## src/rtl/operand_stack16b.sv

```systemverilog
// LIFO operand stack with registered TOS/NOS and sticky overflow/underflow flags.
// Latency: 1 cycle from request to outputs; no backpressure, illegal requests are dropped and flagged.
module operand_stack16b #(
    parameter int WIDTH = 16,
    parameter int DEPTH = 16,
    parameter int CNT_W = 5
) (
    input  logic             clk,
    input  logic             reset,
    input  logic [WIDTH-1:0] din,
    input  logic             push,
    input  logic             pop,
    output logic [WIDTH-1:0] tos,
    output logic [WIDTH-1:0] nos,
    output logic [CNT_W-1:0] count,
    output logic             empty,
    output logic             full,
    output logic             overflow,
    output logic             underflow
);

    localparam int AW = $clog2(DEPTH);

    logic [WIDTH-1:0] mem_q [DEPTH];

    logic [WIDTH-1:0] tos_q, tos_d;
    logic [WIDTH-1:0] nos_q, nos_d;
    logic [CNT_W-1:0] count_q, count_d;
    logic             overflow_q, overflow_d;
    logic             underflow_q, underflow_d;

    logic             mem_we;
    logic [AW-1:0]    mem_waddr;
    logic [AW-1:0]    top_idx;
    logic [AW-1:0]    nos_idx;
    logic             is_empty;
    logic             is_full;

    always_comb begin
        tos_d       = tos_q;
        nos_d       = nos_q;
        count_d     = count_q;
        overflow_d  = overflow_q;
        underflow_d = underflow_q;
        mem_we      = 1'b0;
        mem_waddr   = count_q[AW-1:0];
        is_empty    = (count_q == '0);
        is_full     = (count_q == CNT_W'(DEPTH));
        // Modulo index arithmetic stays correct at count == DEPTH since AW drops the MSB.
        top_idx     = count_q[AW-1:0] - AW'(1);
        nos_idx     = count_q[AW-1:0] - AW'(3);

        case ({push, pop})
            2'b10: begin
                if (!is_full) begin
                    mem_we  = 1'b1;
                    count_d = count_q + CNT_W'(1);
                    tos_d   = din;
                    nos_d   = tos_q;
                end else begin
                    overflow_d = 1'b1;
                end
            end
            2'b01: begin
                if (!is_empty) begin
                    count_d = count_q - CNT_W'(1);
                    tos_d   = nos_q;
                    nos_d   = (count_q >= CNT_W'(3)) ? mem_q[nos_idx] : '0;
                end else begin
                    underflow_d = 1'b1;
                end
            end
            2'b11: begin
                if (!is_empty) begin
                    mem_we    = 1'b1;
                    mem_waddr = top_idx;
                    tos_d     = din;
                end else begin
                    underflow_d = 1'b1;
                end
            end
            default: ;
        endcase
    end

    always_ff @(posedge clk) begin
        if (reset) begin
            tos_q       <= '0;
            nos_q       <= '0;
            count_q     <= '0;
            overflow_q  <= 1'b0;
            underflow_q <= 1'b0;
        end else begin
            tos_q       <= tos_d;
            nos_q       <= nos_d;
            count_q     <= count_d;
            overflow_q  <= overflow_d;
            underflow_q <= underflow_d;
        end
    end

    // Storage needs no reset; count gates what is visible.
    always_ff @(posedge clk) begin
        if (mem_we && !reset) begin
            mem_q[mem_waddr] <= din;
        end
    end

    assign tos       = tos_q;
    assign nos       = nos_q;
    assign count     = count_q;
    assign empty     = (count_q == '0);
    assign full      = (count_q == CNT_W'(DEPTH));
    assign overflow  = overflow_q;
    assign underflow = underflow_q;

endmodule

```

## config.mk

```make
export PLATFORM = sky130hd
export DESIGN_NAME = operand_stack16b
export DESIGN_NICKNAME = d
export VERILOG_FILES = /design/src/rtl/operand_stack16b.sv
export SDC_FILE = /design/constraint.sdc
export NUM_CORES = 1
export LEC_CHECK = 0
export ABC_AREA = 1
export ABC_CLOCK_PERIOD_IN_PS = 3700
export BUFFER_PORTS_ARGS = -buffer_cell sky130_fd_sc_hd__clkbuf_2
export CAP_MARGIN = 20
export CORE_MARGIN = 8
export CORE_UTILIZATION = 45
export CTS_BUF_LIST = sky130_fd_sc_hd__clkbuf_4
export DETAILED_ROUTE_END_ITERATION = 8
export PLACE_DENSITY = 0.71
export REMOVE_ABC_BUFFERS = 1
export SLEW_MARGIN = 15
export SYNTH_ARGS = -nofsm -noshare
export SYNTH_HDL_FRONTEND = slang
export SYNTH_SLANG_ARGS = --single-unit
```

## constraint.sdc

```tcl
create_clock -name clk -period 3.7 [get_ports clk]
set_clock_uncertainty 0.1 [all_clocks]
set_input_delay 0.185 -clock clk [delete_from_list [all_inputs] [get_ports clk]]
set_output_delay 0.185 -clock clk [all_outputs]
set_load 0.005 [all_outputs]
```

---- After elaboration in Yosys (flattened, before gate mapping) ----
Memory sizes are Yosys's and may differ from the RTL's.
Index checks and enable logic that the tools add are counted.
storage, ports and cells
  memories ................................ 1
  logic and storage cells ................. 46
  bits of input ports ..................... 20
  flip-flop bits (word level) ............. 39
  bits in writable memories ............... 256
  output and inout bits ................... 41
memories
  memory  words  width  rd ports  clocked after memory_dff  write ports  RTL line  text
  mem_q   16     16     1         0                         1            24        logic [WIDTH-1:0] mem_q [DEPTH];
cells by class
  multiplexer cells ....................... 18
  order comparisons ....................... 1
  reductions and logical operators ........ 10
  add/sub/neg operators ................... 4
  eq/ne operators ......................... 7
operators by type and width
  operator                                                               count
  16-bit two-way mux                                                     6
  16-bit one-hot mux with 3 select lines                                 1
  16-bit one-hot mux with 2 select lines                                 1
  5-bit two-way mux                                                      2
  5-bit one-hot mux with 2 select lines                                  1
  4-bit two-way mux                                                      2
  2-bit != test, second input constant                                   3
  5-bit by 1-bit adder with 5-bit output, second input constant          1
  5-bit == test, second input constant                                   1
  5-bit by 2-bit >= comparator with 1-bit output, second input constant  1
  5-bit zero test                                                        1
  5-bit by 1-bit subtractor with 5-bit output, second input constant     1
  2-bit == test, second input constant                                   2
  1-bit two-way mux                                                      4
  2-bit AND reduction                                                    2
  4-bit AND reduction                                                    1
  4-bit by 1-bit subtractor with 4-bit output, second input constant     1
  4-bit by 2-bit subtractor with 4-bit output, second input constant     1
  3-bit AND reduction                                                    1
  3-bit nonzero test                                                     1
  2-bit by 1-bit == test with 1-bit output, second input constant        1
  1-bit one-hot mux with 2 select lines                                  1
  2-bit nonzero test                                                     1
  2-bit OR reduction                                                     1
  2 further kinds                                                        2

---- Logic depth before layout (Yosys ltp) ----
  depth in word-level cells ............... 6
  mapped depth ............................ 14
  gate-level depth less buffers ........... 12

---- Least setup slack after synthesis ----
Ideal clock, no wire load.
  path type ............................... register to register
  start point ............................. reg count_q[0] (netlist: count[0])
  end point ............................... mem mem_q[4][0] (enable)
  cell stages (with the launch flop) ...... 11
  setup time .............................. 0.388 ns
  clock period less this slack ............ 2.846 ns
  path buffers ............................ 3
  arrival time ............................ 2.357 ns
  path slack .............................. 0.854 ns
  path through ............................ dfxtp_1 > buf_4 > inv_2 > buf_6 > buf_4 > ha_1 > nand3_2 > nand3_2 > a21oi_2 > nand3_1 > nor2_1
between the ends
  longest elaborated chain between the ends .. 6
ends and longest elaborated chain
  what                                                     RTL line  text
  start: declaration                                       28        logic [CNT_W-1:0] count_q, count_d;
  start signal: assignment                                 96        count_q <= count_d;
  5-bit == test / 5-bit zero test (equally long branches)  48, 47
  1-bit two-way mux (on tied branches)                     55, 74
  1-bit one-hot mux with 2 select lines                    53        case ({push, pop})
  1-bit logical AND                                        104       if (mem_we && !reset) begin
  1-bit two-way mux                                        104
  1-bit two-way mux (implied by the code)                  105       mem_q[mem_waddr] <= din;
  end: declaration                                         24
Several ways; a longest one is shown, not always the timed one.

---- Worst setup path in the final report ----
  start point ............................. reg count_q[0] (netlist: count[0])
  end point ............................... mem mem_q[14][14] (enable)
The elaborated chain is that of the path after synthesis.

==> metrics.yaml <==
pwr:
  combPwrFrac_pct: 16.9
  switchingPower_w: 0.00230
  peakVddDrop_uv: 242
  clkPwrFrac_pct: 35.8
  seqPwrFrac_pct: 47.3
  p_sw_share_pct: 28.7
  leakage_nw: 5.31
  power_density_nw_per_um2: 569
  internal_power_w: 0.00573
sta:
  max_freq_mhz: 325
  period_share_pct: 83.2
  finalHoldViolations: 0
  maxSlewHeadroom_pct: 29.6
  whs_ns: 0.368
  report.final.slew_viol_count: 0
  rsz0062_at_grt: "no"
  max_slew.worst_pin.slew_ns: 1.06
  fin_ws_ns: 0.621
  fin_crit_ns: 3.08
  setup_violations: 0
setup_path:
  cp.arrival_ns: 3.36
  critPathLaunch: "count[0]$_SDFFE_PP0P_"
  worstReg2RegStart: "count[0]$_SDFFE_PP0P_"
  cp-end-kind: "register"
  cp-start-kind: "register"
  cp_max_fo: 39
  worstPathRequired_ns: 3.98
  critPathKind: "reg -> reg"
global_routing:
  grt_usage_pct: 19.2
  grt_pass1_vias: 8685
  grt_max_degree: 95
  grt_overflow: 0
  grt_first_pass_wirelength_um: 49300
  grt_antenna_before_repair: 1
drt:
  finalWirelength_um: 32000
  drt_iter0_drc: 1033
  antenna_left: 0
  wl_per_cell_um: 19.8
  post-route-drc-count: 0
  vias: 8904
  avgViaCountPerCell: 5.51
  dr.pass1.iters: 5
place:
  pre_cts_ws_ns: 0.671
  port-buffer-count: 60
  place_congestion: 0.833
  hpwl_um: 19100
yosys:
  synthCells: 1100
  synth_area_um2: 12300
  yosys-top-cells-count: "nand2_1, edfxtp_1, nand3_1"
  synth_seq_cells: 295
  synthTopCellsByArea: "edfxtp_1, nand3_1, nand2_1"
  ys_seq_area_share_pct: 68.6
  avgSynthCellArea_um2: 11.2
  synth_edf_count: 256
  ys.flop_type: "edfxtp_1"
  synth_cell_types: 33
  synth_most_common_cell: "nand2_1"
  yosysWarnings: 0
  synth_top_cell_area_share_pct: 62.3
  synthArstFlopShare_pct: 0
  yosysTopAreaCell: "edfxtp_1"
flow_run:
  drv_cap: 0
final_layout:
  utilization_pct: 52.4
  seq_area_um2: 8470
  fillers: 2291
  drive_gt1_share_pct: 20.0
  syn2layout_area_growth_pct: 14.5
  multi_input_area_um2: 3380
  final_nets: 1241
clock_network:
  clock_latency_ns: 0.70
  cts.path.max_buffers: 3
  root_buffer: "clkbuf_4"
  tritoncts: "done"
  path_clk_slew_ns: 0.06
  h-tree-depth: 3
  cts_buffers: 74
  cts.sink_count: 295
floorplanning:
  ios: 61
  fp.dieW_um: 182
  start_util_pct: 45.8
  die_area_um2: 33000
  fp.dieH_um: 182
  core_um2: 27000
  num_rows: 60
hold_path:
  hold_path_class: "reg -> reg"
  min_from: "underflow$_SDFFE_PP0P_"
outcome:
  status: "completed"
## area by class of cell
cell class	instances	area share, %
Sequential cell	295	60.0
Multi-Input combinational cell	704	23.9
Clock buffer	113	6.01
Timing Repair Buffer	105	4.89
Tap cell	341	3.02
Clock inverter	23	1.20
Inverter	34	0.939
Antenna cell	1	0.0177
## logic make-up (layout without fill, tap and decap cells)
kind of cell / count (synthesis) / in the layout / share of synthesized area (%)
AO/OA/AOI/OAI: 97 / 97 / 4.38
buffers and inverters: 101 / 275 / 4.34
adder cells (fa/ha/maj): 7 / 7 / 0.771
XOR/XNOR: 6 / 6 / 0.700
other: 0 / 1 / 0
AND/OR/NAND/NOR: 594 / 594 / 21.2
flip-flops: 295 / 295 / 68.6
## worst max-delay path: stages (launching register included)
cell and delay [ns]:
dfxtp_4 0.41, inv_4 0.34, ha_1 0.22, nand2_1 0.06
xor2_1 0.14, a21oi_1 0.29, nand3_1 0.27, nor2_2 0.66
buf_4 0.29
## placed cells by master, fill, tap and decap left out, drive strengths merged, types with 2 or more instances in the layout
master       synthesis  final
a21oi               39     39
a31oi               17     17
buf                 60     24
bufinv               0      3
clkbuf               7    173
clkinv               0     17
dfxtp               39     39
dlygate4sd3          0     21
edfxtp             256    256
ha                   6      6
inv                 34     36
nand2              319    319
nand3              250    250
nor2                23     23
o21a                 3      3
o21ai               38     38
xnor2                2      2
xor2                 4      4
## stage by stage
stage / instance area [µm²] / setup TNS, ns / total power [W] / instances
floorplan: 11900 / -1284.44 / 0.00468 / 1033
global placement: 12900 / 0 / 0.00518 / 1458
detailed placement: 12900 / 0 / 0.00520 / 1458
CTS: 14100 / 0 / 0.00807 / 1615
global route: 14100 / 0 / 0.00840 / 1616
finish: 14100 / 0 / 0.00803 / 1616
## path summary, 6_finish.rpt
path,end,slack [ns],cells after the start
worst max register to register,mem_q[14][14]$_DFFE_PP_,0.62,8
worst min-delay path,underflow$_SDFFE_PP0P_,0.37,1
worst max-delay path,mem_q[14][14]$_DFFE_PP_,0.62,8
worst min register to register,underflow$_SDFFE_PP0P_,0.37,1
## power by group through the flow
stage | Sequential, W | Combinational [W] | Clock, W
4_1_cts | 0.00380 | 0.00136 | 0.00292
3_3_place_gp | 0.00386 | 0.00132 | 0
5_1_grt | 0.00381 | 0.00151 | 0.00308
6_report | 0.00380 | 0.00136 | 0.00287
3_5_place_dp | 0.00387 | 0.00133 | 0
2_1_floorplan | 0.00389 | 0.000793 | 0
## registers in the layout, indices dropped and copies added, names as in the netlist
signal     cells
overflow       1
nos           16
mem_q        256
tos           16
count          5
underflow      1
## layer usage
layer	global-route usage, %	share of wire, %
met5	0	0
met4	6.53	1.6
met3	5.67	10
met2	29.9	46
met1	25.5	42
## timing repair
| item | CTS | global route |
|---|---|---|
| buffers inserted | 0 | 0 |
| hold buffers | 21 | 0 |
| endpoints found under the hold margin | 274 | 0 |
| gates resized for setup | 0 | 0 |
(Power assumes the default switching activity.)
